File: src/rtl/bit_pattern_pkg.sv
// -----------------------------------------------------------------------------
// bit_pattern_pkg
// Shared types and helpers for the bit_pattern_tx frame generator.
//   state_e       : FSM states (IDLE, SHIFT)
//   DEFAULT_WIDTH : default frame length in bits
//   calc_cw()     : count width able to hold 0..width
//   clamp_count() : limits a requested ones-count to the frame length
// -----------------------------------------------------------------------------
package bit_pattern_pkg;

  typedef enum logic {
    IDLE  = 1'b0,
    SHIFT = 1'b1
  } state_e;

  localparam int DEFAULT_WIDTH = 8;

  // Smallest count width that can represent every value 0..width.
  function automatic int calc_cw(input int width);
    return $clog2(width + 1);
  endfunction

  // A frame cannot hold more ones than it has bits.
  function automatic int clamp_count(input int count, input int width);
    return (count > width) ? width : count;
  endfunction

endpackage

File: src/rtl/bit_pattern_core.sv
// -----------------------------------------------------------------------------
// bit_pattern_core
// Combinational pattern rule: decides whether a frame bit is a 1.
// Build option: SPREAD_EN
//   undefined : thermometer pattern, bit = (idx < cnt); ports cnt_i, idx_i
//   defined   : evenly spread ones via an accumulator; ports cnt_i, acc_i,
//               acc_next_o (acc_i is the accumulator before this bit)
// Ports
//   cnt_i      : clamped ones-count of the frame (<= WIDTH)
//   idx_i      : bit index within the frame (thermometer build only)
//   acc_i      : accumulator entering this bit (spread build only)
//   acc_next_o : accumulator after this bit (spread build only)
//   bit_o      : frame bit value
// -----------------------------------------------------------------------------
module bit_pattern_core #(
  parameter int WIDTH = 8,
  parameter int CW    = 4,
  parameter int IW    = 3
) (
`ifdef SPREAD_EN
  input  logic [CW:0]   acc_i,
  output logic [CW:0]   acc_next_o,
`else
  input  logic [IW-1:0] idx_i,
`endif
  input  logic [CW-1:0] cnt_i,
  output logic          bit_o
);

`ifdef SPREAD_EN
  logic [CW:0] acc_sum;

  // acc < WIDTH and cnt <= WIDTH, so the sum stays below 2*WIDTH and fits
  // in CW+1 bits; one subtraction is enough to wrap it back into range.
  always_comb begin
    // NOTE: every output gets a default first so no path can infer a latch.
    bit_o      = 1'b0;
    acc_sum    = acc_i + {1'b0, cnt_i};
    acc_next_o = acc_sum;
    if (acc_sum >= (CW+1)'(WIDTH)) begin
      bit_o      = 1'b1;
      acc_next_o = acc_sum - (CW+1)'(WIDTH);
    end
  end
`else
  assign bit_o = (CW'(idx_i) < cnt_i);
`endif

endmodule

File: src/rtl/bit_pattern_tx.sv
// -----------------------------------------------------------------------------
// bit_pattern_tx
// Emits a WIDTH-bit frame containing exactly the requested number of ones,
// serially (index 0 first, one bit per clk) and as a registered parallel word.
// Build option: SPREAD_EN selects the evenly spread pattern instead of the
// default thermometer pattern (see bit_pattern_core).
// Ports
//   clk         : rising-edge clock
//   reset       : synchronous, active-high reset
//   in_valid    : request present (held until accepted)
//   in_count    : requested number of ones
//   in_ready    : request can be accepted this cycle
//   bit_out     : serial frame bit
//   bit_valid   : bit_out meaningful
//   frame_start : high with bit index 0
//   frame_end   : high with bit index WIDTH-1
//   word_out    : parallel frame of the last accepted request
//   sat         : accepted count exceeded WIDTH (pulses with frame_start)
// -----------------------------------------------------------------------------
module bit_pattern_tx
  import bit_pattern_pkg::*;
#(
  parameter int WIDTH = DEFAULT_WIDTH,
  parameter int CW    = calc_cw(WIDTH)
) (
  input  logic             clk,
  input  logic             reset,
  input  logic             in_valid,
  input  logic [CW-1:0]    in_count,
  output logic             in_ready,
  output logic             bit_out,
  output logic             bit_valid,
  output logic             frame_start,
  output logic             frame_end,
  output logic [WIDTH-1:0] word_out,
  output logic             sat
);

  localparam int            IW   = $clog2(WIDTH);
  localparam logic [IW-1:0] LAST = IW'(WIDTH - 1);

  state_e             state_q;
  logic [IW-1:0]      idx_q;
  logic [CW-1:0]      cnt_q;
  logic [WIDTH-1:0]   word_q;
  logic               bit_q;
  logic               bit_valid_q;
  logic               frame_start_q;
  logic               frame_end_q;
  logic               sat_q;

  logic               accept;
  logic [CW-1:0]      cnt_new;
  logic               sat_new;
  logic [WIDTH-1:0]   word_new;
  logic [IW-1:0]      idx_nxt;
  logic               adv_bit;

  // Ready while idle, or on the last bit so the next frame follows with no gap.
  assign in_ready = ~reset & ((state_q == IDLE) | (idx_q == LAST));
  assign accept   = in_valid & in_ready;

  assign cnt_new  = CW'(clamp_count(int'(in_count), WIDTH));
  assign sat_new  = (int'(in_count) > WIDTH);
  assign idx_nxt  = idx_q + IW'(1);

`ifdef SPREAD_EN
  logic [CW:0] acc_q;
  logic [CW:0] adv_acc;
  logic [CW:0] acc_chain [WIDTH+1];

  assign acc_chain[0] = '0;

  // Unrolled copy of the serial rule so the whole frame is known at accept.
  for (genvar i = 0; i < WIDTH; i++) begin : g_word
    bit_pattern_core #(.WIDTH(WIDTH), .CW(CW), .IW(IW)) u_word_bit (
      .acc_i      (acc_chain[i]),
      .acc_next_o (acc_chain[i+1]),
      .cnt_i      (cnt_new),
      .bit_o      (word_new[i])
    );
  end

  // Serial path: next bit from the accumulator left by the current bit.
  bit_pattern_core #(.WIDTH(WIDTH), .CW(CW), .IW(IW)) u_adv (
    .acc_i      (acc_q),
    .acc_next_o (adv_acc),
    .cnt_i      (cnt_q),
    .bit_o      (adv_bit)
  );

  // cnt*WIDTH is added over the frame and cnt*WIDTH is removed by the ones,
  // so the accumulator always ends the frame at zero.
  always_ff @(posedge clk) begin
    if (!reset && accept) begin
      assert (acc_chain[WIDTH] == '0);
    end
  end
`else
  for (genvar i = 0; i < WIDTH; i++) begin : g_word
    bit_pattern_core #(.WIDTH(WIDTH), .CW(CW), .IW(IW)) u_word_bit (
      .idx_i (IW'(i)),
      .cnt_i (cnt_new),
      .bit_o (word_new[i])
    );
  end

  bit_pattern_core #(.WIDTH(WIDTH), .CW(CW), .IW(IW)) u_adv (
    .idx_i (idx_nxt),
    .cnt_i (cnt_q),
    .bit_o (adv_bit)
  );
`endif

  always_ff @(posedge clk) begin
    // NOTE: sequential state uses non-blocking assignments only, so every
    // register samples the pre-edge values of the others.
    if (reset) begin
      state_q       <= IDLE;
      idx_q         <= '0;
      cnt_q         <= '0;
      word_q        <= '0;
      bit_q         <= 1'b0;
      bit_valid_q   <= 1'b0;
      frame_start_q <= 1'b0;
      frame_end_q   <= 1'b0;
      sat_q         <= 1'b0;
`ifdef SPREAD_EN
      acc_q         <= '0;
`endif
    end else begin
      frame_start_q <= 1'b0;
      sat_q         <= 1'b0;
      if (accept) begin
        // Start a frame: bit 0 is presented right after this edge.
        state_q       <= SHIFT;
        idx_q         <= '0;
        cnt_q         <= cnt_new;
        word_q        <= word_new;
        bit_q         <= word_new[0];
        bit_valid_q   <= 1'b1;
        frame_start_q <= 1'b1;
        frame_end_q   <= 1'b0;
        sat_q         <= sat_new;
`ifdef SPREAD_EN
        acc_q         <= acc_chain[1];
`endif
      end else if (state_q == SHIFT && idx_q != LAST) begin
        idx_q       <= idx_nxt;
        bit_q       <= adv_bit;
        frame_end_q <= (idx_nxt == LAST);
`ifdef SPREAD_EN
        acc_q       <= adv_acc;
`endif
      end else begin
        // Idle, or last bit shown with no follow-on request.
        state_q     <= IDLE;
        idx_q       <= '0;
        bit_q       <= 1'b0;
        bit_valid_q <= 1'b0;
        frame_end_q <= 1'b0;
`ifdef SPREAD_EN
        acc_q       <= '0;
`endif
      end
    end
  end

  assign bit_out     = bit_q;
  assign bit_valid   = bit_valid_q;
  assign frame_start = frame_start_q;
  assign frame_end   = frame_end_q;
  assign word_out    = word_q;
  assign sat         = sat_q;

endmodule

File: config.mk
export PLATFORM = sky130hd
export DESIGN_NAME = bit_pattern_tx
export DESIGN_NICKNAME = d
export VERILOG_FILES = /design/src/rtl/bit_pattern_pkg.sv /design/src/rtl/bit_pattern_core.sv /design/src/rtl/bit_pattern_tx.sv
export SDC_FILE = /design/constraint.sdc
export NUM_CORES = 1
export LEC_CHECK = 0
export ABC_CLOCK_PERIOD_IN_PS = 2000
export CAP_MARGIN = 10
export CORE_MARGIN = 5
export CORE_UTILIZATION = 47
export DETAILED_ROUTE_END_ITERATION = 8
export PLACE_DENSITY = 0.72
export SLEW_MARGIN = 10
export SYNTH_ARGS = -nofsm -noshare
export SYNTH_HDL_FRONTEND = slang
export SYNTH_SLANG_ARGS = --single-unit
File: constraint.sdc
create_clock -name clk -period 2 [get_ports clk]
set_input_delay 0.2 -clock clk [delete_from_list [all_inputs] [get_ports clk]]
set_output_delay 0.2 -clock clk [all_outputs]
set_load 0.02 [all_outputs]
==> metrics.md <==
| Metric | Value |
|---|---|
| Status | finished, final reports clean |
| Clock Root Buffer | clkbuf_4 |
| Port buffer count | 20 |
| Mapped Nets | 100 |
| Worst hold path type | reg2reg |
| Drt pass-1 iters | 4 |
| RSZ-0062 raised after global routing | no |
| Die extent in x | 52.86 um |
| CTS resizes | 1 |
| Synthesized area per cell | 9.811 um2 |
| Clk_lat worst skew | 300 ps |
| RePlAce Congestion | 0.7517 |
| Initial antenna violation count | 0 |
| Synth Cell Area | 863.3 um2 |
| Number of global-route vias before repair | 654 |
| Crit end category | output port |
| # rows | 15 |
| Setup Fix Bufs, Post-CTS | 0 |
| Largest net degree at the start of global routing | 12 |
| Ant. Diodes | 0 |
| Synth top area cells | dfxtp_1 44%, ha_1 7.2%, a21oi_1 5.8% |
| Peak supply drop | 0.4334 mV |
| Synth Flop Type | dfxtp_1 |
| Hold_buf cts | 0 |
| Via density | 5.242 |
| Final setup fails | 0 |
| Most Used Layer, Global Route | met2 |
| Met1 track demand over resource | 0.1572 |
| Vias | 692 |
| H-tree depth | 1 |
| Count leader, synth | dfxtp_1 |
| Drt drc | 0 |
| Final Hold Viols | 0 |
| Met2 Use GR | 0.2335 |
| Max FO, Critical Path | 6 |
| Fin nets | 120 |
| Setup TNS | 0 ps |
| Slew @ Worst Pin | 365.9 ps |
| Die area | 0.002794 mm2 |
| DRT iter0 DRCs | 13 |
| First-pass GRT wire length | 2.766 mm |
| CTS tree | built |
| Clock tree buffer depth | 2 |
| Post-synth EDFFs | 0 |
| CP max stage cell | dfxtp_1 |
| CP arrival | 1670 ps |
| Grt total ovfl | 0 |
| Die Ht | 52.86 um |
| Area growth from synthesis to layout | 25.80% |
| Number of routed nets with antenna violations | 0 |
| Post-synth top area share | 0.4406 |
| Worst clock skew | 4.486 ps |
| Crit path top cell by count | ha_1 |
| Design area | 0.001086 mm2 |
| Min cycle time layout | 1870 ps |
| Crit path from | idx_q[0] |
| GRT Overall Usage | 0.1375 |
| Routed wire length | 1.657 mm |
| # IOs | 21 |
| CTS sink count | 19 |
| Clock transition at path regs | 110 ps |
| Critical Path RT | 1800 ps |
| FF+latch count, synth | 19 |
| CP Launch Type | flip-flop |
| Cts bufs inserted | 3 |
| PwrDens | 720.7 mW/mm2 |
| Fin. max-slew vios | 0 |
| Dpl cell area | 0.001060 mm2 |
| Post-synth ARST share | 0 |
| Routed WL per cell | 12.55 um |
| Share of cells above drive strength 1 | 0.1495 |
| CP peak stage delay | 380 ps |
| Period utilization | 0.9352 |
| Yosys Warn Count | 0 |
| Static leakage | 0.4166 nW |
| Slew headroom | 0.7549 |
| Core ar. | 0.001745 mm2 |
| Util after Layout | 0.6222 |
| Min-Delay Startpoint | word_out[0] |
| Synth Instances | 88 |
| CP cell instances | ha_1 > ha_1 > and2b_2 > nor2_1 > dlygate4sd2_1 |
| Reg2reg start | idx_q[0] |
| Commonest cells in the netlist | 19 x dfxtp_1, 10 x a21oi_1, 6 x o21ai_0 |
| Count of cell types in the netlist | 29 |
| Maxcap violations | 0 |
| DPL Wire Length | 1.251 mm |
| Max Clk Rate | 0.5347 GHz |
| Synth area leader | dfxtp_1 |
| Sequential share of the synthesized area | 0.4406 |
| Crit path kind | reg2out |
| M3 GR Usage | 0.05634 |
| Starting Density | 0.4946 |
per-layer routing:
metal	wire (um)	vias to the layer above
li1	-	350
met1	729	314
met2	753	26
met3	161	2
met4	13	0
met5	0	-
report_power, final:
group / internal, mW / switching [mW]
sequential: 0.402 / 0.0122
clock: 0.0745 / 0.117
combinational: 0.0807 / 0.0960
total: 0.557 / 0.226
final timing paths:
check / to / slack, ps / cells after the start
min reg2reg: word_out[0] / 480 / 2
max: in_ready / 130 / 5
min: word_out[0] / 480 / 2
max reg2reg: bit_out / 300 / 7
critical path, delay by kind of cell (launching register included):
kind | cells | cell delay, ps
DFF | 1 | 380
adders and majority gates | 2 | 310
buffers and inverters | 1 | 340
and+or+nand+nor | 2 | 350
cell usage in the layout (no fill, tap or decap), drive strengths merged, types with 4 or more instances in the layout:
cell type      synthesis  layout
inv                    5       5
dfxtp                 19      19
nor3                   5       5
clkdlybuf4s50          0      19
ha                     5       5
a21oi                 10      10
nand2b                 4       4
o21ai                  6       6
nor2                   4       4
sequential cells by signal, indices dropped and copies added, names as in the netlist:
name / count
bit_out: 1
bit_valid: 1
cnt_q: 4
frame_end: 1
frame_start: 1
idx_q: 3
sat: 1
word_out: 7
stage by stage:
step           instances  hold WS, ps  worst slack [ps]  total power [mW]
2_1_floorplan         88        330.4             434.4            0.5342
6_report             132        476.1             129.7            0.7828
3_3_place_gp         128        455.7             208.3            0.5997
5_1_grt              132        508.2             6.684            0.8228
3_5_place_dp         128        462.0             164.4            0.6023
4_1_cts              132        479.6             104.0            0.7894
cells by family after synthesis:
group / count (synthesis) / synth area share
AND/OR/NAND/NOR: 25 / 0.1870
adder cells (fa/ha/maj): 5 / 0.07246
buffers and inverters: 13 / 0.08840
AO/OA/AOI/OAI: 26 / 0.2116
flip-flops: 19 / 0.4406
area by class of cell:
type / instances / area (um2)
fill: 149 / 659.4
multi-input combinational: 56 / 406.6
sequential: 19 / 380.4
timing repair buffer: 23 / 221.5
tap: 25 / 31.28
clock buffer: 3 / 22.52
inverter: 5 / 18.77
clock inverter: 1 / 5.005
(Power assumes the default switching activity.)
